==> src/rtl/router_pkt_serializer.sv <==
// Per-port packet serializer: valid/ready byte stream in, router serial protocol out
// (address phase, pad phase, then LSB-first data bits with frame_n/valid_n).
module router_pkt_serializer #(
    parameter int ADDR_W     = 4,
    parameter int PAD_CYCLES = 5
) (
    input  logic              clock,
    input  logic              reset_n,
    input  logic              s_valid,
    output logic              s_ready,
    input  logic [7:0]        s_data,
    input  logic              s_last,
    input  logic [ADDR_W-1:0] s_dest,
    input  logic              busy_n,
    output logic              frame_n,
    output logic              valid_n,
    output logic              din,
    output logic              tx_active,
    output logic              pkt_done
);
    localparam int CNT_MAX = (ADDR_W > PAD_CYCLES) ? ADDR_W : PAD_CYCLES;
    localparam int CNT_W   = $clog2(CNT_MAX + 1);
    localparam logic [CNT_W-1:0] ADDR_LAST = CNT_W'(ADDR_W - 1);
    localparam logic [CNT_W-1:0] PAD_LAST  = CNT_W'(PAD_CYCLES - 1);

    typedef enum logic [2:0] {
        S_IDLE,
        S_ADDR,
        S_PAD,
        S_DATA,
        S_GAP,
        S_END
    } state_t;

    state_t            state, state_nxt;
    logic [CNT_W-1:0]  cnt, cnt_nxt;
    logic [ADDR_W-1:0] addr_sr, addr_nxt;
    logic [7:0]        hold_data;
    logic              hold_last, hold_full, hold_full_nxt;
    logic              last_held, last_held_nxt;
    logic [7:0]        shift, shift_nxt;
    logic              shift_last, shift_last_nxt;
    logic [2:0]        bit_cnt, bit_cnt_nxt;
    logic              take, accept;
    logic              frame_nxt, valid_nxt, din_nxt;

    assign s_ready = reset_n && !hold_full && !last_held
                     && ((state != S_IDLE) || busy_n) && (state != S_END);
    assign accept  = s_valid && s_ready;

    always_comb begin
        state_nxt      = state;
        cnt_nxt        = cnt;
        addr_nxt       = addr_sr;
        shift_nxt      = shift;
        shift_last_nxt = shift_last;
        bit_cnt_nxt    = bit_cnt;
        take           = 1'b0;
        last_held_nxt  = last_held || (accept && s_last);
        case (state)
            S_IDLE: begin
                if (accept) begin
                    state_nxt = S_ADDR;
                    cnt_nxt   = '0;
                    addr_nxt  = s_dest;
                end
            end
            S_ADDR: begin
                addr_nxt = addr_sr >> 1;
                if (cnt == ADDR_LAST) begin
                    state_nxt = S_PAD;
                    cnt_nxt   = '0;
                end else begin
                    cnt_nxt = cnt + CNT_W'(1);
                end
            end
            S_PAD: begin
                if (cnt == PAD_LAST) begin
                    state_nxt = S_DATA;
                    take      = 1'b1;
                end else begin
                    cnt_nxt = cnt + CNT_W'(1);
                end
            end
            S_DATA: begin
                if (bit_cnt == 3'd7) begin
                    if (shift_last)
                        state_nxt = S_END;
                    else if (hold_full)
                        take = 1'b1;
                    else
                        state_nxt = S_GAP;
                end else begin
                    shift_nxt   = {1'b0, shift[7:1]};
                    bit_cnt_nxt = bit_cnt + 3'd1;
                end
            end
            S_GAP: begin
                if (hold_full) begin
                    state_nxt = S_DATA;
                    take      = 1'b1;
                end
            end
            S_END: begin
                state_nxt     = S_IDLE;
                last_held_nxt = 1'b0;
            end
            default: state_nxt = S_IDLE;
        endcase
        if (take) begin
            shift_nxt      = hold_data;
            shift_last_nxt = hold_last;
            bit_cnt_nxt    = '0;
        end
        hold_full_nxt = (hold_full && !take) || accept;
    end

    // Outputs are decoded from next-cycle values so they can be registered without a lag cycle
    always_comb begin
        frame_nxt = 1'b1;
        valid_nxt = 1'b1;
        din_nxt   = 1'b0;
        case (state_nxt)
            S_ADDR: begin
                frame_nxt = 1'b0;
                din_nxt   = addr_nxt[0];
            end
            S_PAD, S_GAP: begin
                frame_nxt = 1'b0;
                din_nxt   = 1'b1;
            end
            S_DATA: begin
                frame_nxt = (bit_cnt_nxt == 3'd7) && shift_last_nxt;
                valid_nxt = 1'b0;
                din_nxt   = shift_nxt[0];
            end
            default: ;
        endcase
    end

    always_ff @(posedge clock or negedge reset_n) begin
        if (!reset_n) begin
            state      <= S_IDLE;
            cnt        <= '0;
            addr_sr    <= '0;
            hold_data  <= '0;
            hold_last  <= 1'b0;
            hold_full  <= 1'b0;
            last_held  <= 1'b0;
            shift      <= '0;
            shift_last <= 1'b0;
            bit_cnt    <= '0;
            frame_n    <= 1'b1;
            valid_n    <= 1'b1;
            din        <= 1'b0;
            tx_active  <= 1'b0;
            pkt_done   <= 1'b0;
        end else begin
            state      <= state_nxt;
            cnt        <= cnt_nxt;
            addr_sr    <= addr_nxt;
            hold_full  <= hold_full_nxt;
            last_held  <= last_held_nxt;
            shift      <= shift_nxt;
            shift_last <= shift_last_nxt;
            bit_cnt    <= bit_cnt_nxt;
            if (accept) begin
                hold_data <= s_data;
                hold_last <= s_last;
            end
            frame_n    <= frame_nxt;
            valid_n    <= valid_nxt;
            din        <= din_nxt;
            tx_active  <= (state_nxt != S_IDLE);
            pkt_done   <= (state_nxt == S_END);
        end
    end
endmodule

==> config.mk <==
export PLATFORM = sky130hd
export DESIGN_NAME = router_pkt_serializer
export DESIGN_NICKNAME = d
export VERILOG_FILES = /design/src/rtl/router_pkt_serializer.sv
export SDC_FILE = /design/constraint.sdc
export NUM_CORES = 1
export LEC_CHECK = 0
export BUFFER_PORTS_ARGS = -buffer_cell sky130_fd_sc_hd__buf_4
export CAP_MARGIN = 20
export CORE_MARGIN = 2
export CORE_UTILIZATION = 57
export CTS_CLUSTER_SIZE = 16
export DETAILED_ROUTE_END_ITERATION = 7
export GPL_TIMING_DRIVEN = 0
export HOLD_SLACK_MARGIN = 0.12
export PLACE_DENSITY = 0.78
export SLEW_MARGIN = 0
export SYNTH_ARGS = -nofsm -noshare
export SYNTH_HDL_FRONTEND = slang
export SYNTH_SLANG_ARGS = --single-unit
export TNS_END_PERCENT = 10
==> constraint.sdc <==
create_clock -name clock -period 2.5 [get_ports clock]
set_input_delay 0.25 -clock clock [delete_from_list [all_inputs] [get_ports clock]]
set_output_delay 0.25 -clock clock [all_outputs]
set_load 0.03 [all_outputs]
[Yosys cells after proc, flatten, opt, wreduce, memory -nomap -nowiden]
Index checks and enable logic that the tools add are counted.
Storage, ports and cells
  flip-flop bits (word level): 38
  bits in latches: 0
  bits in writable memories: 0
  ROM bits: 0
  output and inout bits: 6
  word-level logic and storage cells: 92
  memories kept: 0
Operators by class
  $add $sub $neg: 2
  $mul: 0
  divide/modulo/power cells: 0
  magnitude comparators: 0
  equality and inequality tests: 18
  shift operators: 0
  muxes and demuxes: 30
  bitwise gates (word level): 0
  reduce and logical (&&, ||, !) cells: 25
Operator list (count)
  3-bit two-way mux: 13
  8-bit two-way mux: 3
  3-bit == test, second input constant: 7
  3-bit by 2-bit == test with 1-bit output, second input constant: 5
  3-bit case mux with 5 select lines: 1
  3-bit case mux with 3 select lines: 1
  3-bit nonzero test: 3
  1-bit logical AND: 8
  4-bit case mux with 2 select lines: 1
  1-bit two-way mux: 7
  3-bit by 1-bit adder with 3-bit output, second input constant: 2
  3-bit by 1-bit == test with 1-bit output, second input constant: 2
  2-bit != test, second input constant: 3
  1-bit case mux with 3 select lines: 2
  4-bit two-way mux: 1
  2-bit AND reduction: 2
  2-bit nonzero test: 2
  1-bit zero test: 3
  3-bit zero test: 1
  1-bit logical OR: 3
  3-bit != test, second input constant: 1
  3-bit AND reduction: 1
  3-bit OR reduction: 1
  1-bit case mux with 2 select lines: 1
  2-bit OR reduction: 1

[Depth between registers and ports, before layout]
Gate-level depths: netlist (run 1).
  depth in word-level cells: 11
  depth in mapped cells: 8

[Least setup slack after synthesis (run 1)]
OpenSTA, ideal clock, no wires.
  path kind: register to register
  start: register cnt[0]
  end: register din
  setup time: 0.133 ns
  arrival time: 1.762 ns
  required time: 2.367 ns
  path slack: 0.605 ns
  stages on the path, launching flop included: 8
  buffers on the path: 0
  path through: dfrtp_1 > ha_1 > ha_1 > or3b_2 > a21oi_1 > a211o_2 > mux2i_1 > a22oi_1
Between the ends
  cells in the longest elaborated chain, start to end: 6
  elaborated cells between the ends (all ways): 14
Ends and longest elaborated chain
  start: declaration: line 36  | logic [CNT_W-1:0] cnt, cnt_nxt;
  start signal: assignment: line 160  | cnt <= cnt_nxt;
  3-bit == test / 3-bit by 2-bit == test with 1-bit output (equally long branches): line 78, 70
  3-bit two-way mux (on tied branches): line 78, 70
  3-bit case mux with 5 select lines (*): line 60  | case (state)
  via state_nxt[0]: line 35  | state_t state, state_nxt;
  3-bit by 2-bit == test with 1-bit output / 3-bit == test (equally long branches): line 123  | case (state_nxt)
  2-bit OR reduction
  1-bit case mux with 3 select lines (*): line 123
  via din_nxt: line 45  | logic frame_nxt, valid_nxt, din_nxt;
  end signal: assignment: line 173  | din <= din_nxt;
  end: declaration: line 17  | output logic din,
Mark *: on every way through the listed nets, which the timed path passes. The rest lies on a longest branch.
A chain may end at the register's enable or synchronous reset.

[Worst setup path in the final report (run 1)]
  start: input reset_n
  end: register hold_data[4]
Between the ends
  cells in the longest elaborated chain, start to end: 5
Ends and longest elaborated chain
  start: declaration: line 8  | input logic reset_n,
  1-bit logical AND (2 in series): line 47  | assign s_ready = reset_n && !hold_full && !last_held
  1-bit logical AND (2 in series): line 48  | && ((state != S_IDLE) || busy_n) && (state != S_END);
  1-bit logical AND: line 49  | assign accept = s_valid && s_ready;
  end signal: assignment: line 168  | hold_data <= s_data;
  end: declaration: line 38  | logic [7:0] hold_data;
Every way passes these cells.

==> results of run 1 <==
## sequential cells by signal, summed over array words and instances, names as in the netlist
name / flops
hold_data: 8
din: 1
hold_last: 1
frame_n: 1
bit_cnt: 3
shift_last: 1
pkt_done: 1
hold_full: 1
cnt: 3
addr_sr: 4
valid_n: 1
tx_active: 1
last_held: 1
state: 3
shift: 8
## placed cells by master (no fill, tap or decap), types with 4 or more instances in the layout
cell           count
mux2i_1            4
dfrtp_1           36
mux2_2             8
nand2_1           12
buf_2              9
nor2_1            13
a21oi_1            9
clkbuf_4           5
ha_1               5
a22oi_1            9
o21ai_0           16
nor3_1             6
inv_1             21
dlygate4sd3_1     10
buf_4             21
## Yosys cell counts (all sizes together) (3+ instances only)
cell     n
o21ai   20
nor3     6
nor2    13
a21o     3
o21bai   3
dfrtp   36
mux2     9
mux2i    4
ha       5
a22oi    9
a21oi   11
a32o     3
nor2b    3
buf     11
inv     21
nand2   12
## kinds of logic after synthesis
logic type | Yosys count
XOR/XNOR | 1
AO/OA/AOI/OAI | 58
buffers and inverters | 32
AND/OR/NAND/NOR | 51
multiplexers | 13
adder cells (fa/ha/maj) | 5
flip-flops | 38
## power by group
part	internal, mW	switching, mW	leakage [nW]
logic	0.0293	0.0217	0.757
registers	0.615	0.000174	0.451
clock network	0.109	0.218	0.0312
total	0.754	0.240	1.24
## timing repair
item,CTS,global route
resized for setup,0,1
hold buffers,5,5
hold endpoints to repair,40,5
endpoints found under the setup margin,0,4
## area by class of cell
class                   instances  area, µm²
multi-input cells             128        921
well taps                      46       57.6
plain buffers                  11       67.6
flip-flops and latches         38        953
repair buffers                 32        269
clock inverters                 3       21.3
inverters                      21       78.8
clock buffers                   5       37.5
fillers                       266        957
## layer usage
| layer | share of wire [%] | up-vias | global-route usage (%) |
|---|---|---|---|
| li1 | - | 778 | - |
| met1 | 42 | 787 | 29.8 |
| met2 | 53 | 49 | 40.4 |
| met3 | 4.8 | 5 | 4.11 |
| met4 | 0.77 | 0 | 8.97 |
| met5 | 0 | - | 0 |
## through the flow
stage                     instance area (µm²)  worst slack, ns  util (%)
after CTS                                2350           0.0593      69.9
after global placement                   2240            0.245      66.7
after global routing                     2410           0.0118      71.5
after floorplan                          2020            0.605         -
final                                    2410            0.174      71.5
after detailed placement                 2240            0.233      66.7
## tightest hold or removal path, delay by kind of cell
family | cells | cell delay [ns]
buffers and inverters | 1 | 0.08
AO/OA/AOI/OAI | 2 | 0.15
## final timing paths
check	from	endpoint	slack [ns]	cells after the start
max in group asynchronous	reset_n	frame_n$_DFF_PN1_	1.84	2
setup reg to reg	cnt[0]$_DFFE_PN0P_	frame_n$_DFF_PN1_	0.37	7
min in group asynchronous	reset_n	cnt[2]$_DFFE_PN0P_	0.35	2
setup / recovery	reset_n	hold_data[4]$_DFFE_PN0P_	0.17	7
hold / removal	s_dest[1]	addr_sr[1]$_DFFE_PN0P_	0.16	3
hold reg to reg	addr_sr[3]$_DFFE_PN0P_	addr_sr[3]$_DFFE_PN0P_	0.52	1
==> results, run 1 <==
- The number of max-slew violations in the final report is 0.
- The total chip power is ~1000 µW.
- Setup violations remaining at the end of the flow were counted as 0.
- The worst setup path is of the input pin to flip-flop kind.
- The critical path endpoint category is a flip-flop.
- The clock period could shrink to 2.33 ns.
- The number of placed instances, taps included, is roughly 270.
- The clock drives 38 sinks.
- The global-route wire length before repair is around 7.4 mm.
- In this run the number of H-tree levels came out at 2.
- The number of nets in the synthesized netlist is 220.
- The pre-antenna-repair detailed-routing pass consisted of 5 iterations.
- The count of unique library cells instantiated by Yosys is 47.
- After clock tree synthesis, the clock-pin slew on the worst setup and hold paths is about 0.12 ns.
- The via count of the first global-routing pass is ~1600.
- Of the available clock period, the critical path in the final layout requires slightly above 90%.
- The maximum frequency from static timing analysis is between 0.4 and 0.5 GHz.
- The worst hold path belongs to the class input pin to flip-flop.
- The DRC violation count after routing is 0.
- The clock latency on the worst-skew pair is 0.35 ns.
- The arrival time at the worst endpoint is 2.57 ns.
- In this run the worst path has a maximum fanout of 39.
- Dividing the detail-routed wire length by the instance count gives approximately 15 µm.
- Traced cell by cell, the critical path runs through dlygate4sd3_1 -> buf_6 -> or3b_1 -> buf_6 -> nor3b_4 -> buf_6 -> mux2_2.
- The synthesized-area fraction occupied by ao, oa, aoi and oai cells is ~20%.
- Max-cap violations in this run came to 0.
- The flow ran to the end, and the final reports show no timing, DRC or antenna violations.
- The post-synthesis share of cell area spent on full adders, half adders and majority gates is a little over 3%.
- The total overflow left after global routing is 0.
- The dominant cell type by area after synthesis is dfrtp_1.
- The longest clock path from root to sink contains 2 buffers.
- IR analysis of the VDD net gives a maximum drop of 0.000463 V.
- Setup repair after global routing left no endpoint under its margin.
- The worst hold slack after final layout is 0.159 ns.
- The number of antenna violations at the first check in global routing was 0.
- Clock tree synthesis selected as its root buffer the cell clkbuf_4.
- Summing the areas of all and, or, nand and nor instances in the mapped netlist gives approximately 15% of the synthesized area.
- The hold violation count in the final report came to 0.
- STA puts the critical path data required time at 2.74 ns.
- The number of buffers inserted during clock tree synthesis is 5.
- The wire length after detailed routing is 4.28 mm.
- Relative to the synthesized area, the layout overhead comes to 19.1%.
- For this run, the total global-route usage over all layers was measured as a little under a quarter.
- The pin count of the biggest net entering global routing is 40.
- In this run the core area contains 21 standard-cell rows.
- The number of buffers inserted by post-CTS setup repair is 0.
- The worst setup path is launched from an input pin.
- The portion of the post-synthesis area used by sequential elements is 47.2%.
- The die is between 60 and 70 µm wide.
- Excluding fillers, the count of instances in the completed layout stands at 284.
- The initial utilization of the core area, before any placement, comes to about 60%.
- The power density over the cells is 413 nW/µm².
- The antenna diode instance count is 0.
- Yosys mapped a number of flops with a built-in enable equal to 0.
- The share of final-layout standard cells stronger than drive strength 1 is 26.1%.
- The cell area that synthesis handed to floorplanning was between 2000 and 2500 µm².
- The most repeated library cell on the critical path is buf_6.
- In the final design database the tool counted around 260 nets.
- The last weighted congestion value of the routability-driven placer is 0.913.
- The die covers between 4000 and 5000 µm².
- Ranked by total cell area, the synthesized netlist is headed by dfrtp_1, mux2_2, o21ai_0.
- The static leakage is between 1 and 1.5 nW.
- The post-synthesis sequential element count is 38.
- Once detail routing completed, the nets flagged for antenna violations numbered 0.
- On the final layout, the worst clock skew is approximately 0.0095 ns.
- The share of flip-flops with an asynchronous set or reset after synthesis is 100%.
- The via-per-instance ratio is around 5.7.
- The stage delay of the slowest cell on the critical path is around 0.55 ns.
- The number of warnings printed during yosys synthesis is 0.
- TritonCTS built the clock tree.
- The height of the die is 63.5 µm.
- The number of port buffers is 22.
- After routing, the total negative slack on setup checks comes to 0 ns.
- In this design, the largest share of critical-path delay is due to buffers and inverters.
- The mux contribution to synthesized area is 7.00%.
- The portion of synthesized cell area occupied by the leading cell type is between 40 and 50%.
- The relative slew slack is a little under three quarters.
- The worst-margin pin slew is roughly 0.42 ns.
- Across all layers, the routed design uses roughly 1600 vias.
- The xor and xnor fraction of the mapped netlist area is less than 1%.
- The first-iteration detailed-routing DRC count is between 100 and 150.
- The number of primary I/O pins is 23.
- The cell with the largest stage delay on the worst path is dlygate4sd3_1.
- The combinational family with the most area after synthesis is compound AO/OA/AOI/OAI gates.
- Together, buffers and inverters on the worst path number 4.
- Once detailed placement completed, the half-perimeter wirelength came to about 3.0 mm.
- The gate count after technology mapping is 198.
- Dividing the synthesized area by the synthesized cell count gives between 10 and 15 µm².
- In this run the standard cell core region covers roughly 3400 µm².
- The main flop type after synthesis is dfrtp_1.
Note: power is estimated with default switching activity, not from simulation.
==> inputs of run 2 (changes only) <==
MAX_ROUTING_LAYER = met4   (was default)
==> run 2 against run 1 <==
  * Final area is the same
  * Sequential power about the same
  * Cell count unchanged
  * Via count up 1.2%
  * Die area unchanged
  * Largest cell class unchanged
==> results, run 2 (same netlist as run 1, synthesis figures left out) <==
- The clock tree buffer depth was 2 (unchanged).
- The share of total power consumed by net switching came to 24.3% (+0.11 points).
- The die span in x is 63.5 µm (unchanged).
- The final cycle utilization of the critical path is 92.7% (-0.31 points).
- In the final layout, the registers with the most flip-flops are hold_data: 8 flops, shift: 8 flops, addr_sr: 4 flops.
- Setup repair after global routing left no endpoint under its margin.
- The leftover overflow at the end of global routing was 0 (unchanged).
- The count of maximum capacitance violations is 0 (unchanged).
- The total chip power is 995 µW (+0.13%).
- The number of max-slew violations in the final report is 0 (unchanged).
- The global-route wire length before repair is 7.38 mm (unchanged).
- The total iterations of the first detailed-routing run came to 5 (unchanged).
- The clock-pin slew reported for the worst setup and hold paths after clock tree synthesis is 0.11 ns (about the same).
- The number of fill cells is 266 (unchanged).
- TritonCTS built the clock tree.
- The DRC violation count after routing came to 0 (unchanged).
- The post-layout net count is 259 (unchanged).
- The pin count of the biggest net entering global routing came to 40 (unchanged).
- The number of buffers inserted during clock tree synthesis came to 5 (unchanged).
- The maximum frequency from static timing analysis came to 0.431 GHz (+0.34%).
- The most common cell after layout, fill and taps aside is dfrtp_1.
- The area of the core was 3360 µm² (unchanged).
- The net switching power is 242 µW (+0.58%).
- The initial core utilization is 60.1% (unchanged).
- The via count of the first global-routing pass is 1611 (+0.12%).
- Traced cell by cell, the critical path runs through dlygate4sd3_1 -> buf_6 -> or3b_1 -> buf_6 -> nor3b_4 -> buf_6 -> mux2_2.
- The top fanout value on the critical path is 39 (unchanged).
- The critical path class is input pin to flip-flop.
- The cell sitting at the root of the clock tree is a clkbuf_4.
- The classification of the worst-slack hold path is input pin to flip-flop.
- The hold violation count in the final report is 0 (unchanged).
- The wire length after detailed routing came to 4.28 mm (about the same).
- The slowest stage of the critical path belongs to the cell dlygate4sd3_1.
- The total routing resource utilization after global routing was 24.3% (+0.67 points).
- Leaving out fill and tap cells, the most frequent cells in the layout are dfrtp_1, inv_1, buf_4.
- The via-per-instance ratio is 5.77 (+1.2%).
- The number of antenna violations at the first check in global routing came to 0 (unchanged).
- The number of port buffers is 22 (unchanged).
- The arrival time at the worst endpoint is 2.57 ns (about the same).
- The internal power contribution is 754 µW (about the same).
- The combinational fraction of design power is 5.1% (about the same).
- The remaining number of nets flagged by the antenna check after routing was 0 (unchanged).
- The power density over the cells is 414 nW/µm² (+0.13%).
- The first-iteration detailed-routing DRC count was 121 (-4.7%).
- The number of standard-cell rows in the floorplan was 21 (unchanged).
- The worst-margin pin slew is 0.424 ns (-0.000998 ns).
- The maximum level of the CTS H-tree was 2 (unchanged).
- The setup-violating endpoint count in the final report is 0 (unchanged).
- The sequential cell fraction of total power was 61.8% (about the same).
- The share of final-layout standard cells stronger than drive strength 1 is 26.1% (unchanged).
- The clock latency on the worst-skew pair is 0.36 ns (about the same).
- The number of sinks driven by the clock tree came to 38 (unchanged).
- The clock skew is 0.00611 ns (-0.00339 ns).
- The antenna diode instance count is 0 (unchanged).
- The critical path data required time is 2.75 ns (about the same).
- The floorplan die area came to 4040 µm² (unchanged).
- The height of the die is 63.5 µm (unchanged).
- The number of primary I/O pins is 23 (unchanged).
- The final sum of negative setup slack was 0 ns (unchanged).
- The relative slew slack is 71.4% (about the same).
- The total half-perimeter wirelength after legalization and detailed placement is 3.04 mm (unchanged).
- The static leakage is 1.24 nW (unchanged).
- The last weighted congestion value of the routability-driven placer is 0.929 (+1.7%).
- The stage delay of the slowest cell on the critical path is 0.55 ns (about the same).
- The run finished with clean final reports.
- The worst setup path is captured at a flip-flop.
- The maximum resistive drop on vdd is 0.000463 V (-0.12%).
- The final routed wire length divided by cell count is 15.1 µm (about the same).
- The shortest clock period the worst path allows after layout was 2.32 ns (-0.00781 ns).
- By instance count, the cell type seen most on the critical path is buf_6.
- The fraction of power consumed by the clock network is 33.1% (about the same).
- The number of vias in the routed layout is 1638 (+1.2%).
- The critical path startpoint category is an input pin.
- The area added between synthesis and finish is 19.1% (unchanged).
run 2: metrics by stage:
stage | cells | utilization (%) | cell area (µm²) | hold WS [ns] | setup WS, ns
after CTS | 279 | 69.9 | 2350 | 0.123 | 0.0593
after detailed placement | 266 | 66.7 | 2240 | 0.242 | 0.233
after global placement | 266 | 66.7 | 2240 | 0.233 | 0.245
after floorplan | 198 | - | 2020 | -0.0456 | 0.605
after global routing | 284 | 71.5 | 2410 | 0.152 | 0.0118
final | 284 | 71.5 | 2410 | 0.153 | 0.182
run 2: timing repair:
action                     4_1_cts  5_1_grt
hold buffers                     5        5
setup endpoints to repair        0        4
gates resized for setup          0        1
setup buffers                    0        0
hold endpoints to repair        40        5
run 2: worst max-delay path, delay by kind of cell:
kind / cells / cell delay [ns]
mux: 1 / 0.34
buf+inv: 4 / 1.21
simple gates: 2 / 0.74
run 2: worst paths after layout:
path / cells after the start / endpoint / slack (ns) / startpoint
min reg2reg: 1 / hold_data[2]$_DFFE_PN0P_ / 0.52 / hold_data[2]$_DFFE_PN0P_
min: 2 / addr_sr[3]$_DFFE_PN0P_ / 0.15 / s_dest[3]
max in group asynchronous: 2 / valid_n$_DFF_PN1_ / 1.85 / reset_n
max reg2reg: 7 / frame_n$_DFF_PN1_ / 0.37 / cnt[0]$_DFFE_PN0P_
min in group asynchronous: 2 / cnt[2]$_DFFE_PN0P_ / 0.34 / reset_n
max: 7 / hold_data[4]$_DFFE_PN0P_ / 0.18 / reset_n
run 2: layout make-up:
type / count / area, µm² / area share, %
clock buffers: 5 / 37.5 / 1.56
plain buffers: 11 / 67.6 / 2.81
repair buffers: 32 / 269 / 11.2
clock inverters: 3 / 21.3 / 0.884
well taps: 46 / 57.6 / 2.39
inverters: 21 / 78.8 / 3.28
multi-input cells: 128 / 921 / 38.3
flip-flops and latches: 38 / 953 / 39.6
run 2: metal layers:
layer | GRT usage, % | up-vias | wire length (µm)
met5 | - | - | 0
met4 | 8.97 | 0 | 65
met3 | 3.75 | 7 | 157
met2 | 40.4 | 52 | 2270
met1 | 30.1 | 801 | 1790
li1 | - | 778 | -
run 2: power by group through the flow:
stage / combinational (mW) / clock, mW / sequential (mW)
2_1_floorplan: 0.00514 / 0 / 0.627
3_3_place_gp: 0.0365 / 0 / 0.627
3_5_place_dp: 0.0382 / 0 / 0.627
4_1_cts: 0.0444 / 0.331 / 0.615
5_1_grt: 0.0559 / 0.367 / 0.616
6_report: 0.0509 / 0.329 / 0.615
==> inputs of run 3 (changes only) <==
CELL_PAD_IN_SITES_DETAIL_PLACEMENT = 1   (was default)
CELL_PAD_IN_SITES_GLOBAL_PLACEMENT = 1   (was default)
CORE_ASPECT_RATIO = 1.4   (was default)
CORE_UTILIZATION = 45   (was 57)
==> run 3 against run 2 <==
  * Critical path depth did not move
  * Largest power group unchanged
  * Core utilization down 16 points
  * First-iteration DRC count is 58% lower
  * Maximum frequency is 5.3% higher
  * Clock power rose by 35%
  * Sequential share of layout area rose by 0.33 points
  * Largest cell class unchanged
==> results, run 3 (same netlist as run 1, synthesis figures left out) <==
- The first-iteration detailed-routing DRC count is 51 (-58%).
- The count of maximum capacitance violations is 0 (unchanged).
- The total half-perimeter wirelength after legalization and detailed placement was 3.64 mm (+20%).
- The worst-margin pin slew is 0.443 ns (+0.0192 ns).
- The worst register-to-register path begins at cnt[0]$_DFFE_PN0P_.
- In the final layout, the registers with the most flip-flops are hold_data: 8 flops, shift: 8 flops, addr_sr: 4 flops.
- The number of primary I/O pins is 23 (unchanged).
- The maximum level of the CTS H-tree was 2 (unchanged).
- The static leakage is 1.23 nW (-1.1%).
- The endpoint of the lowest-slack register-to-register path is shift[4]$_DFFE_PN0P_.
- Setup repair after global routing left no endpoint under its margin.
- The critical path class is input pin to flip-flop.
- The capturing instance or port of the critical path is hold_data[5]$_DFFE_PN0P_.
- The pre-CTS setup slack is 0.180 ns (-0.0530 ns).
- The arrival time at the worst endpoint came to 2.38 ns (-0.19 ns).
- The via count of the first global-routing pass was 1735 (+7.7%).
- The global-route wire length before repair is 8.22 mm (+11%).
- The cell total after placement came to 280 (+5.3%).
- The critical path startpoint category is an input pin.
- The number of buffers inserted during clock tree synthesis is 5 (unchanged).
- The top cell types in the final layout, fill and taps aside, are dfrtp_1, buf_4, inv_1.
- The worst hold path belongs to the class input pin to flip-flop.
- The post-layout instance count excluding filler cells is 290 (+2.1%).
- The shortest clock period the worst path allows after layout is 2.20 ns (-0.116 ns).
- The share of final-layout standard cells stronger than drive strength 1 is 27.4% (+1.3 points).
- The power density over the cells is 462 nW/µm² (+12%).
- The die span in x came to 60.6 µm (-4.6%).
- The leftover overflow at the end of global routing is 0 (unchanged).
- The height of the die is 83.3 µm (+31%).
- The total routing resource utilization after global routing is 22.3% (-2.0 points).
- The library cell used most frequently in the layout, excluding fill and tap cells, is dfrtp_1.
- The antenna diode instance count is 0 (unchanged).
- The number of sinks driven by the clock tree was 38 (unchanged).
- The critical path data required time is 2.68 ns (-0.07 ns).
- The TritonCTS clock tree is yes.
- The area of the core is 4270 µm² (+27%).
- The number of max-slew violations in the final report was 0 (unchanged).
- The relative slew slack is 70.5% (-0.88 points).
- The wire length after detailed routing is 4.93 mm (+15%).
- The flow ran to the end, and the final reports show no timing, DRC or antenna violations.
- The pin count of the biggest net entering global routing is 37 (-7.5%).
- The total chip power is 1.10 mW (+11%).
- The floorplan die area is 5050 µm² (+25%).
- The number of standard-cell rows in the floorplan is 28 (+33%).
- The DRC violation count after routing is 0 (unchanged).
- The number of vias in the routed layout is 1588 (-3.1%).
- The worst path setup slack after routing came to 0.298 ns (+0.116 ns).
- The post-layout net count is 251 (-3.1%).
- The area growth from synthesis to layout is 18.1%.
- The register-to-register setup slack is 0.36 ns (about the same).
- The final cycle utilization of the critical path was 88.1% (-4.7 points).
- The clock skew is 0.0125 ns (+0.00637 ns).
- The top fanout value on the critical path is 10 (-74%).
- The last weighted congestion value of the routability-driven placer is 0.887 (-4.5%).
- The hold violation count in the final report is 0 (unchanged).
- The final sum of negative setup slack is 0 ns (unchanged).
- The cell depth of the worst flop-to-flop path is 7 (unchanged).
- The number of fill cells is 505 (+90%).
- The maximum frequency from static timing analysis is 0.454 GHz (+5.3%).
- The setup-violating endpoint count in the final report is 0 (unchanged).
- The clock latency on the worst-skew pair is 0.30 ns (-0.06 ns).
- The initial core utilization was 47.3% (-13 points).
- The final routed wire length divided by cell count came to 17.0 µm (+13%).
- The number of buffers inserted by post-CTS setup repair is 0 (unchanged).
- The number of port buffers is 22 (unchanged).
- The via-per-instance ratio is 5.48 (-5.1%).
- The clock tree buffer depth is 2 (unchanged).
- The total iterations of the first detailed-routing run came to 4 (-1).
- The critical path endpoint category is a flip-flop.
- The maximum resistive drop on vdd is 0.000424 V (-8.4%).
- The clock-pin slew reported for the worst setup and hold paths after clock tree synthesis is 0.07 ns (-0.04 ns).
- The number of antenna violations at the first check in global routing is 0 (unchanged).
- The root cell of the clock tree is clkbuf_8.
- The beginning of the critical path is reset_n.
- The remaining number of nets flagged by the antenna check after routing is 0 (unchanged).
==> run 3: changes by cell type in the layout (fill, tap and decap cells not counted) <==
cell,change
buf_12,+1
clkinv_4,-1
buf_4,+1
buf_6,-1
dlygate4sd3_1,-9
clkbuf_8,+6
clkbuf_4,-5
==> run 3: power breakdown <==
| part | internal (mW) | total, mW | switching (mW) |
|---|---|---|---|
| Sequential | 0.615 | 0.615 | 0.000230 |
| Clock | 0.222 | 0.444 | 0.222 |
| Combinational | 0.0228 | 0.0441 | 0.0212 |
==> run 3: metal layers <==
| layer | global-route usage (%) | share of wire [%] | wire [µm] | up-vias |
|---|---|---|---|---|
| met1 | 25.1 | 40 | 1980 | 798 |
| met4 | 8.70 | 1.8 | 88 | 0 |
| li1 | - | - | - | 760 |
| met3 | 3.74 | 2.0 | 100 | 8 |
| met5 | - | 0 | 0 | - |
| met2 | 38.0 | 56 | 2750 | 22 |
==> run 3: metrics by stage <==
step / utilization (%) / hold slack [ns] / instance area [µm²]
after global routing: 55.8 / 0.179 / 2390
after global placement: 52.9 / 0.242 / 2260
final: 55.8 / 0.182 / 2390
after detailed placement: 52.9 / 0.249 / 2260
after floorplan: - / -0.0456 / 2020
after CTS: 55.8 / 0.170 / 2390
==> run 3: layout make-up <==
cell class | count | area (µm²) | area share, %
buffer | 11 | 67.6 | 2.83
clock buffer | 6 | 82.6 | 3.46
tap | 60 | 75.1 | 3.15
inverter | 21 | 78.8 | 3.30
clock inverter | 2 | 12.5 | 0.524
timing repair buffer | 24 | 195 | 8.18
multi-input combinational | 128 | 921 | 38.6
sequential | 38 | 953 | 40.0
==> run 3: timing repair <==
item | 4_1_cts | 5_1_grt
hold endpoints to repair | 36 | 0
resized for setup | 0 | 0
hold buffers | 2 | 0
==> run 3: how the worst min path moves through the flow <==
stage                   start                       end  slack (ns)  depth (start not counted)
floorplan             reset_n      addr_sr[0]$_DFF_PN0_       -0.05                          0
global placement      reset_n    addr_sr[1]$_DFFE_PN0P_        0.24                          1
detailed placement    reset_n    addr_sr[2]$_DFFE_PN0P_        0.25                          1
CTS                 s_data[0]  hold_data[0]$_DFFE_PN0P_        0.17                          3
global route        s_data[4]  hold_data[4]$_DFFE_PN0P_        0.18                          2
finish              s_data[0]  hold_data[0]$_DFFE_PN0P_        0.18                          3
==> run 3: critical path, stage by stage <==
cell and delay, ns:
dlygate4sd3_1 0.53, buf_4 0.17, or3b_1 0.37, buf_6 0.15
nor3b_4 0.36, buf_6 0.21, mux2_2 0.34
